File: config.mk
export PLATFORM = sky130hd
export DESIGN_NAME = enemy_bank
export DESIGN_NICKNAME = d
export VERILOG_FILES = /design/src/rtl/enemy_bank.sv
export SDC_FILE = /design/constraint.sdc
export NUM_CORES = 1
export LEC_CHECK = 0
export ABC_AREA = 1
export BUFFER_PORTS_ARGS = -buffer_cell sky130_fd_sc_hd__buf_2
export CAP_MARGIN = 20
export CORE_MARGIN = 5
export CORE_UTILIZATION = 25
export DETAILED_ROUTE_END_ITERATION = 12
export PLACE_DENSITY = 0.41
export SYNTH_ARGS = -nofsm -noshare
export SYNTH_HDL_FRONTEND = slang
export SYNTH_SLANG_ARGS = --single-unit
File: constraint.sdc
create_clock -name Clk -period 10.08 [get_ports Clk]
set_clock_uncertainty 0.15 [all_clocks]
set_input_delay 0.504 -clock Clk [delete_from_list [all_inputs] [get_ports Clk]]
set_output_delay 0.504 -clock Clk [all_outputs]
set_load 0.03 [all_outputs]
File: src/rtl/enemy_bank.sv
// enemy_bank: multi-slot enemy store with a once-per-frame movement sweep that probes walls
// through a shared 1-cycle lookup port. Define ENEMY_INVULN_EN for post-damage invulnerability.
module enemy_bank #(
    parameter int NUM_ENEMIES   = 8,
    parameter int COORD_W       = 10,
    parameter int HP_W          = 3,
    parameter int SPRITE_SIZE   = 32,
    parameter int SLOW_STEP     = 2,
    parameter int FAST_STEP     = 4,
    parameter int FAST_TYPE     = 3,
    parameter int OFFSCREEN     = 700,
    parameter int INVULN_FRAMES = 8
) (
    input  logic                           Clk,
    input  logic                           Reset,
    input  logic                           frame_clk,
    input  logic                           clear,
    input  logic [3*NUM_ENEMIES-1:0]       dir_in,
    input  logic                           spawn_valid,
    input  logic [$clog2(NUM_ENEMIES)-1:0] spawn_slot,
    input  logic [COORD_W-1:0]             spawn_x,
    input  logic [COORD_W-1:0]             spawn_y,
    input  logic [1:0]                     spawn_type,
    input  logic [HP_W-1:0]                spawn_hp,
    input  logic                           dmg_valid,
    input  logic [$clog2(NUM_ENEMIES)-1:0] dmg_slot,
    input  logic [HP_W-1:0]                dmg_amt,
    output logic [COORD_W-1:0]             wall_x,
    output logic [COORD_W-1:0]             wall_y,
    input  logic                           wall_hit,
    input  logic [$clog2(NUM_ENEMIES)-1:0] rd_slot,
    output logic [COORD_W-1:0]             rd_x,
    output logic [COORD_W-1:0]             rd_y,
    output logic [1:0]                     rd_type,
    output logic                           rd_active,
    output logic [$clog2(NUM_ENEMIES):0]   active_count,
    output logic                           room_clear,
    output logic                           busy,
    output logic                           frame_overrun,
    output logic [2:0]                     sweep_state
);
    localparam int IW = $clog2(NUM_ENEMIES);
    localparam int CW = IW + 1;
    localparam logic [COORD_W-1:0]        OFF    = COORD_W'(OFFSCREEN);
    localparam logic [1:0]                FAST_T = 2'(FAST_TYPE);
    localparam logic signed [COORD_W:0]   SLOW_D = (COORD_W+1)'(SLOW_STEP);
    localparam logic signed [COORD_W:0]   FAST_D = (COORD_W+1)'(FAST_STEP);
    localparam logic signed [COORD_W+1:0] SZ     = (COORD_W+2)'(SPRITE_SIZE);
    localparam logic [IW-1:0]             LAST   = IW'(NUM_ENEMIES-1);
    localparam logic [2:0] DIR_L = 3'd1, DIR_R = 3'd2, DIR_D = 3'd3, DIR_U = 3'd4;

    typedef enum logic [2:0] {IDLE, SELECT, PROBE0, PROBE1, SAMPLE, COMMIT} state_t;
    state_t state, state_next;

    logic [COORD_W-1:0]   pos_x [NUM_ENEMIES];
    logic [COORD_W-1:0]   pos_y [NUM_ENEMIES];
    logic [1:0]           kind  [NUM_ENEMIES];
    logic [HP_W-1:0]      hp    [NUM_ENEMIES];
    logic [2:0]           dirs  [NUM_ENEMIES];
    logic [NUM_ENEMIES-1:0] act;

    logic                      frame_q, tick, last, moving;
    logic [IW-1:0]             idx;
    logic [2:0]                cur_dir, dir_q;
    logic signed [COORD_W:0]   step, base_x, base_y, next_x, next_y, cand_x, cand_y;
    logic signed [COORD_W+1:0] ex, ey, ax, ay, bx, by;
    logic                      bad_a, bad_b, hit_a, hit_b;
    logic                      spawn_ok, dmg_ok, commit_ok, kill, kill_q;
    logic [HP_W-1:0]           dmg_hp;
    logic [CW-1:0]             pop;

`ifdef ENEMY_INVULN_EN
    localparam int IVW = $clog2(INVULN_FRAMES + 1);
    logic [IVW-1:0] inv [NUM_ENEMIES];
`endif

    always_comb begin
        for (int i = 0; i < NUM_ENEMIES; i++) dirs[i] = dir_in[i*3 +: 3];
    end

    assign tick    = frame_clk & ~frame_q;
    assign last    = (idx == LAST);
    assign cur_dir = dirs[idx];
    assign moving  = act[idx] && (cur_dir >= DIR_L) && (cur_dir <= DIR_U);
    assign step    = (kind[idx] == FAST_T) ? FAST_D : SLOW_D;
    assign base_x  = {1'b0, pos_x[idx]};
    assign base_y  = {1'b0, pos_y[idx]};

    always_comb begin
        next_x = base_x;
        next_y = base_y;
        case (cur_dir)
            DIR_L:   next_x = base_x - step;
            DIR_R:   next_x = base_x + step;
            DIR_D:   next_y = base_y + step;
            DIR_U:   next_y = base_y - step;
            default: ;
        endcase
    end

    // Corners carry two extra bits: the sign flags a negative candidate, bit COORD_W an
    // address past the edge; either is a wall without consulting the lookup.
    assign ex = {cand_x[COORD_W], cand_x};
    assign ey = {cand_y[COORD_W], cand_y};

    always_comb begin
        ax = ex;
        ay = ey;
        bx = ex;
        by = ey;
        case (dir_q)
            DIR_L:   by = ey + SZ;
            DIR_R:   begin ax = ex + SZ; bx = ex + SZ; by = ey + SZ; end
            DIR_D:   begin ay = ey + SZ; bx = ex + SZ; by = ey + SZ; end
            DIR_U:   bx = ex + SZ;
            default: ;
        endcase
    end

    assign bad_a = ax[COORD_W+1] | ax[COORD_W] | ay[COORD_W+1] | ay[COORD_W];
    assign bad_b = bx[COORD_W+1] | bx[COORD_W] | by[COORD_W+1] | by[COORD_W];

    always_comb begin
        wall_x = '0;
        wall_y = '0;
        if (state == PROBE0) begin
            wall_x = ax[COORD_W-1:0];
            wall_y = ay[COORD_W-1:0];
        end else if (state == PROBE1) begin
            wall_x = bx[COORD_W-1:0];
            wall_y = by[COORD_W-1:0];
        end
    end

    always_comb begin
        state_next = state;
        case (state)
            IDLE:    if (tick) state_next = SELECT;
            SELECT:  if (moving) state_next = PROBE0;
                     else if (last) state_next = IDLE;
            PROBE0:  state_next = PROBE1;
            PROBE1:  state_next = SAMPLE;
            SAMPLE:  state_next = COMMIT;
            COMMIT:  state_next = last ? IDLE : SELECT;
            default: state_next = IDLE;
        endcase
        if (clear) state_next = IDLE;
    end

    always_ff @(posedge Clk or posedge Reset) begin
        if (Reset) state <= IDLE;
        else       state <= state_next;
    end

    always_ff @(posedge Clk or posedge Reset) begin
        if (Reset) begin
            idx    <= '0;
            dir_q  <= '0;
            cand_x <= '0;
            cand_y <= '0;
            hit_a  <= 1'b0;
            hit_b  <= 1'b0;
        end else begin
            case (state)
                IDLE:    idx <= '0;
                SELECT:  begin
                    dir_q  <= cur_dir;
                    cand_x <= next_x;
                    cand_y <= next_y;
                    if (!moving && !last) idx <= idx + IW'(1);
                end
                PROBE1:  hit_a <= wall_hit | bad_a;
                SAMPLE:  hit_b <= wall_hit | bad_b;
                COMMIT:  if (!last) idx <= idx + IW'(1);
                default: ;
            endcase
        end
    end

    // Per-slot write priority: clear > spawn > damage > commit.
    assign spawn_ok = spawn_valid && (spawn_hp != '0);
    assign dmg_hp   = (hp[dmg_slot] > dmg_amt) ? hp[dmg_slot] - dmg_amt : '0;
`ifdef ENEMY_INVULN_EN
    assign dmg_ok = dmg_valid && act[dmg_slot] && (inv[dmg_slot] == '0)
                    && !(spawn_ok && spawn_slot == dmg_slot);
`else
    assign dmg_ok = dmg_valid && act[dmg_slot] && !(spawn_ok && spawn_slot == dmg_slot);
`endif
    assign commit_ok = (state == COMMIT) && act[idx] && !(spawn_ok && spawn_slot == idx)
                       && !(dmg_ok && dmg_slot == idx);
    assign kill      = dmg_ok && (dmg_hp == '0);

    always_ff @(posedge Clk or posedge Reset) begin
        if (Reset) begin
            for (int i = 0; i < NUM_ENEMIES; i++) begin
                act[i]   <= 1'b0;
                pos_x[i] <= OFF;
                pos_y[i] <= OFF;
                kind[i]  <= '0;
                hp[i]    <= '0;
`ifdef ENEMY_INVULN_EN
                inv[i]   <= '0;
`endif
            end
        end else begin
            if (commit_ok) begin
                if (!(hit_a | hit_b)) begin
                    pos_x[idx] <= cand_x[COORD_W-1:0];
                    pos_y[idx] <= cand_y[COORD_W-1:0];
                end else begin
                    case (dir_q)
                        DIR_L:   pos_x[idx] <= pos_x[idx] + COORD_W'(1);
                        DIR_R:   pos_x[idx] <= pos_x[idx] - COORD_W'(1);
                        DIR_D:   pos_y[idx] <= pos_y[idx] - COORD_W'(1);
                        DIR_U:   pos_y[idx] <= pos_y[idx] + COORD_W'(1);
                        default: ;
                    endcase
                end
            end
`ifdef ENEMY_INVULN_EN
            if (tick) begin
                for (int i = 0; i < NUM_ENEMIES; i++)
                    if (inv[i] != '0) inv[i] <= inv[i] - IVW'(1);
            end
`endif
            if (dmg_ok) begin
                hp[dmg_slot] <= dmg_hp;
                if (dmg_hp == '0) begin
                    act[dmg_slot]   <= 1'b0;
                    pos_x[dmg_slot] <= OFF;
                    pos_y[dmg_slot] <= OFF;
                end
`ifdef ENEMY_INVULN_EN
                else inv[dmg_slot] <= IVW'(INVULN_FRAMES);
`endif
            end
            if (spawn_ok) begin
                act[spawn_slot]   <= 1'b1;
                pos_x[spawn_slot] <= spawn_x;
                pos_y[spawn_slot] <= spawn_y;
                kind[spawn_slot]  <= spawn_type;
                hp[spawn_slot]    <= spawn_hp;
`ifdef ENEMY_INVULN_EN
                inv[spawn_slot]   <= '0;
`endif
            end
            if (clear) begin
                for (int i = 0; i < NUM_ENEMIES; i++) begin
                    act[i]   <= 1'b0;
                    pos_x[i] <= OFF;
                    pos_y[i] <= OFF;
                end
            end
        end
    end

    always_comb begin
        pop = '0;
        for (int i = 0; i < NUM_ENEMIES; i++) pop = pop + CW'(act[i]);
    end

    // kill_q marks that the flags now in act were last changed by a damage kill.
    always_ff @(posedge Clk or posedge Reset) begin
        if (Reset) begin
            frame_q       <= 1'b0;
            active_count  <= '0;
            kill_q        <= 1'b0;
            room_clear    <= 1'b0;
            frame_overrun <= 1'b0;
        end else begin
            frame_q       <= frame_clk;
            active_count  <= pop;
            kill_q        <= kill && !clear;
            room_clear    <= kill_q && (pop == '0) && (active_count != '0) && !clear;
            frame_overrun <= tick && (state != IDLE) && !clear;
        end
    end

    assign busy        = (state != IDLE);
    assign sweep_state = state;
    assign rd_active   = act[rd_slot];
    assign rd_x        = act[rd_slot] ? pos_x[rd_slot] : OFF;
    assign rd_y        = act[rd_slot] ? pos_y[rd_slot] : OFF;
    assign rd_type     = kind[rd_slot];

endmodule

==> impl_metrics.env <==
export IMPL_switching_power_mw=3.10
export IMPL_routed_via_count=29300
export IMPL_rsz0062_at_grt="no"
export IMPL_first_global_vias=27200
export IMPL_ctsRootBufferMaster="clkbuf_16"
export IMPL_die_height_um=321
export IMPL_finalSetupViolCount=0
export IMPL_power_total_mw=5.89
export IMPL_drt_pass1_iterations=5
export IMPL_cts_repair_timing_setup_buffer_count=0
export IMPL_floorplan_rows=114
export IMPL_critPathMostFrequentCell="nor2_1"
export IMPL_grt_max_degree=93
export IMPL_proportion_of_synthesized_chip_area_in_sequential_cells=0.262
export IMPL_synthesis_nets=4263
export IMPL_finalSetupTns_ps=0
export IMPL_number_of_antenna_violations_at_the_first_check_in_global_routing=3
export IMPL_fmax_mhz=184
export IMPL_route_antenna_remaining_nets=0
export IMPL_detailedRoute_firstIterationViolations=3239
export IMPL_min_period_over_period=0.541
export IMPL_tightest_slew_ps=1190
export IMPL_worst_slew_margin_rel=0.207
export IMPL_holdCritPathClass="in -> reg"
export IMPL_drcViolationCount=0
export IMPL_worst_r2r_setup_slack_ps=4630
export IMPL_cts_tree="yes"
export IMPL_run_status="finished, final reports clean"
export IMPL_start_kind="register"
export IMPL_area_growth_synth_to_final_pct=12.2
export IMPL_worst_ir_drop_vdd_mv=0.111
export IMPL_place_detailed_hpwl_mm=91.6
export IMPL_clkTransAtPathRegs_ps=60
export IMPL_die_area_um2=103000
export IMPL_timing_critical_path_from="idx[0]$_DFFE_PP0P_"
export IMPL_detail_route_wirelength_mm=136
export IMPL_power_clock_fraction=0.236
export IMPL_place_port_buffers=120
export IMPL_postLayoutCoreUtil=0.282
export IMPL_placeableCoreArea_um2=96400
export IMPL_clock_latency_ps=590
export IMPL_synth_enable_flop_cells=0
export IMPL_syn_avg_cell_area_um2=5.82
export IMPL_mappedNetlistArea_um2=24200
export IMPL_power_density_nw_per_um2=217
export IMPL_report_final_slew_viol_count=0
export IMPL_synth_async_reset_ratio=1.00
export IMPL_max_cap_violations=0
export IMPL_layoutNonFillerInstCount=5431
export IMPL_hp_start="spawn_x[5]"
export IMPL_finalHoldWorstSlack_ps=37.0
export IMPL_synth_distinct_cells=57
export IMPL_critical_path_peak_fanout=34
export IMPL_io_pins=121
export IMPL_die_x_um=321
export IMPL_cts_inserted_buffers=36
export IMPL_gp_congestion=0.918
export IMPL_setup_worst_path_end_class="register"
export IMPL_antenna_cells=0
export IMPL_cells_traversed_along_the_worst_timing_path="inv_2 -> buf_4 -> nand2_2 -> inv_2 -> buf_4 -> a221oi_1 -> o2111ai_1 -> nand2_1 -> ha_1 -> fa_1 -> nand3_1 -> nand2_1 -> a21o_1 -> a21oi_1 -> nor2_1 -> nor2_1 -> nor2_1 -> nor2_1 -> xor2_1 -> nand2_1 -> o211ai_1 -> o21ai_0"
export IMPL_clock_path_buffers=3
export IMPL_design_final_nets=4234
export IMPL_comb_power_share=0.552
export IMPL_seq_power_share=0.212
export IMPL_cellInternalPower_mw=2.79
export IMPL_htree_levels=2
export IMPL_p_leak_nw=12.5
export IMPL_top_post_synthesis_cells_by_area="nand2_1 23%, dfrtp_1 16%, o21ai_0 11%"
export IMPL_timing_setup_critical_path_class="reg -> reg"
export IMPL_synth_top_cell_area_share=0.230
export IMPL_ctsResizeCount=0
export IMPL_worst_ep_required_time_ps=10380
export IMPL_grt_first_pass_wirelength_mm=196
export IMPL_post_route_min_period_ps=5450
export IMPL_placed_cells_incl_taps=5363
export IMPL_synth_main_ff_cell="dfrtp_1"
export IMPL_start_util=0.251
export IMPL_synth_seq_cells=249
export IMPL_crit_reg2reg_launch="idx[0]$_DFFE_PP0P_"
export IMPL_grt_usage=0.254
export IMPL_drt_vias_per_instance=5.39
export IMPL_route_detailed_wl_per_inst_um=25.1
export IMPL_clock_sinks=249
export IMPL_worst_path_max_delay_cell="dfrtp_4"
export IMPL_drive_gt1_frac=0.104
export IMPL_final_report_hold_violation_count=0
export IMPL_mapped_cells=4156
export IMPL_cts_hold_buffers_added=2
export IMPL_critical_path_max_stage_delay_ps=660
export IMPL_yosysTopAreaCell="nand2_1"
export IMPL_grt_ovfl_total=0
export IMPL_timing_critical_path_arrival_ps=5750
export IMPL_power_switching_fraction=0.527
export IMPL_yosysWarningCount=0
-- worst max-delay path: cells and delay by family, from the launching register on --
| family | cells | cell delay [ps] |
|---|---|---|
| AOI/OAI and AO/OA | 6 | 770 |
| buffers and inverters | 4 | 1420 |
| xor gates and xnor gates | 1 | 150 |
| and+or+nand+nor | 9 | 1250 |
| adders and majority gates | 2 | 860 |
| DFF | 1 | 660 |
-- flip-flops by register name, summed over array words and instances (netlist names) --
register / flops
idx: 3
room_clear: 1
hit_a: 1
sweep_state: 3
hp: 24
frame_q: 1
active_count: 4
cand_y: 11
dir_q: 3
kind: 16
pos_y: 80
kill_q: 1
pos_x: 80
hit_b: 1
cand_x: 11
act: 8
frame_overrun: 1
-- layout make-up --
type,count,area (µm²)
Fill cell,11100,69300
Multi-Input combinational cell,3261,15300
Sequential cell,249,6360
Tap cell,1276,1600
Inverter,378,1430
Timing Repair Buffer,201,1220
Clock buffer,52,1040
Clock inverter,14,186
-- power by group through the flow --
| stage | sequential [mW] | combinational [mW] | clock (mW) |
|---|---|---|---|
| after floorplan | 1.19 | 2.11 | 0 |
| after global placement | 1.26 | 3.18 | 0 |
| after detailed placement | 1.26 | 3.17 | 0 |
| after CTS | 1.24 | 3.18 | 1.42 |
| after global routing | 1.26 | 3.54 | 1.46 |
| final | 1.25 | 3.25 | 1.39 |
-- path summary, 6_finish.rpt --
| check | end | cells after the start |
|---|---|---|
| min reg2reg | frame_overrun$_DFF_PP0_ | 1 |
| min | pos_x[75]$_DFF_PP1_ | 3 |
| max in group asynchronous | pos_x[1]$_DFF_PP0_ | 4 |
| max reg2reg | cand_x[9]$_DFFE_PP0P_ | 22 |
| min in group asynchronous | hp[20]$_DFF_PP0_ | 3 |
| max | cand_x[9]$_DFFE_PP0P_ | 22 |
-- through the flow --
stage,setup slack [ps],area [µm²]
CTS,4690,27200
detailed placement,4700,25900
global route,4240,27200
floorplan,2740,24200
finish,4630,27200
global placement,4760,25900
-- placed cells by master, fill, tap and decap left out, drive strengths merged, types with 4 or more instances in the layout --
| cell type | netlist | final |
|---|---|---|
| inv | 367 | 366 |
| a211oi | 17 | 17 |
| dfrtp | 153 | 153 |
| fa | 6 | 6 |
| or3b | 5 | 5 |
| o211ai | 36 | 36 |
| clkinv | 11 | 20 |
| xnor2 | 14 | 14 |
| nand2 | 1488 | 1488 |
| o221ai | 10 | 10 |
| a21o | 5 | 5 |
| dfstp | 96 | 96 |
| clkbuf | 182 | 52 |
| o2111ai | 9 | 9 |
| or2 | 9 | 9 |
| nand4 | 52 | 52 |
| nor3 | 27 | 27 |
| nand3b | 15 | 15 |
| nand3 | 171 | 171 |
| nor2 | 256 | 256 |
| o21ai | 539 | 539 |
| a22oi | 8 | 8 |
| a221oi | 16 | 16 |
| ha | 33 | 33 |
| bufinv | 0 | 4 |
| a21oi | 463 | 463 |
| o22ai | 32 | 32 |
| buf | 86 | 199 |
| xor2 | 21 | 21 |
-- per-layer routing --
| metal | share of wire | track usage |
|---|---|---|
| met1 | 0.45 | 0.360 |
| met3 | 0.079 | 0.0401 |
| met2 | 0.44 | 0.398 |
| met4 | 0.035 | 0.0776 |
| met5 | 0.000051 | 0 |
-- cell families after synthesis --
logic type,synth area share
adder cells (fa/ha/maj),0.0220
multiplexers,0.000827
flip-flops,0.262
AO/OA/AOI/OAI,0.256
AND/OR/NAND/NOR,0.338
buffers and inverters,0.107
XOR/XNOR,0.0133
-- cell usage after synthesis, types with 5 or more instances --
master	instances
buf_1	20
buf_2	42
nand3b_1	15
o2111ai_1	9
nand4_1	51
ha_1	33
nor3_1	26
o211ai_1	35
o21ai_1	20
a221oi_1	16
a22oi_1	8
nand2_1	1480
dfstp_2	96
clkbuf_1	182
nor2_2	11
clkinv_1	11
nand3_1	169
a21oi_1	463
o22ai_1	32
xnor2_1	13
nor2_1	245
dfrtp_1	153
o21ai_0	519
a21o_1	5
buf_4	18
fa_1	6
o221ai_1	10
or2_2	9
or3b_2	5
xor2_1	20
buf_6	6
inv_2	18
a211oi_1	17
inv_1	349
nand2_2	8
No activity file was read; power rests on OpenSTA's default activity.
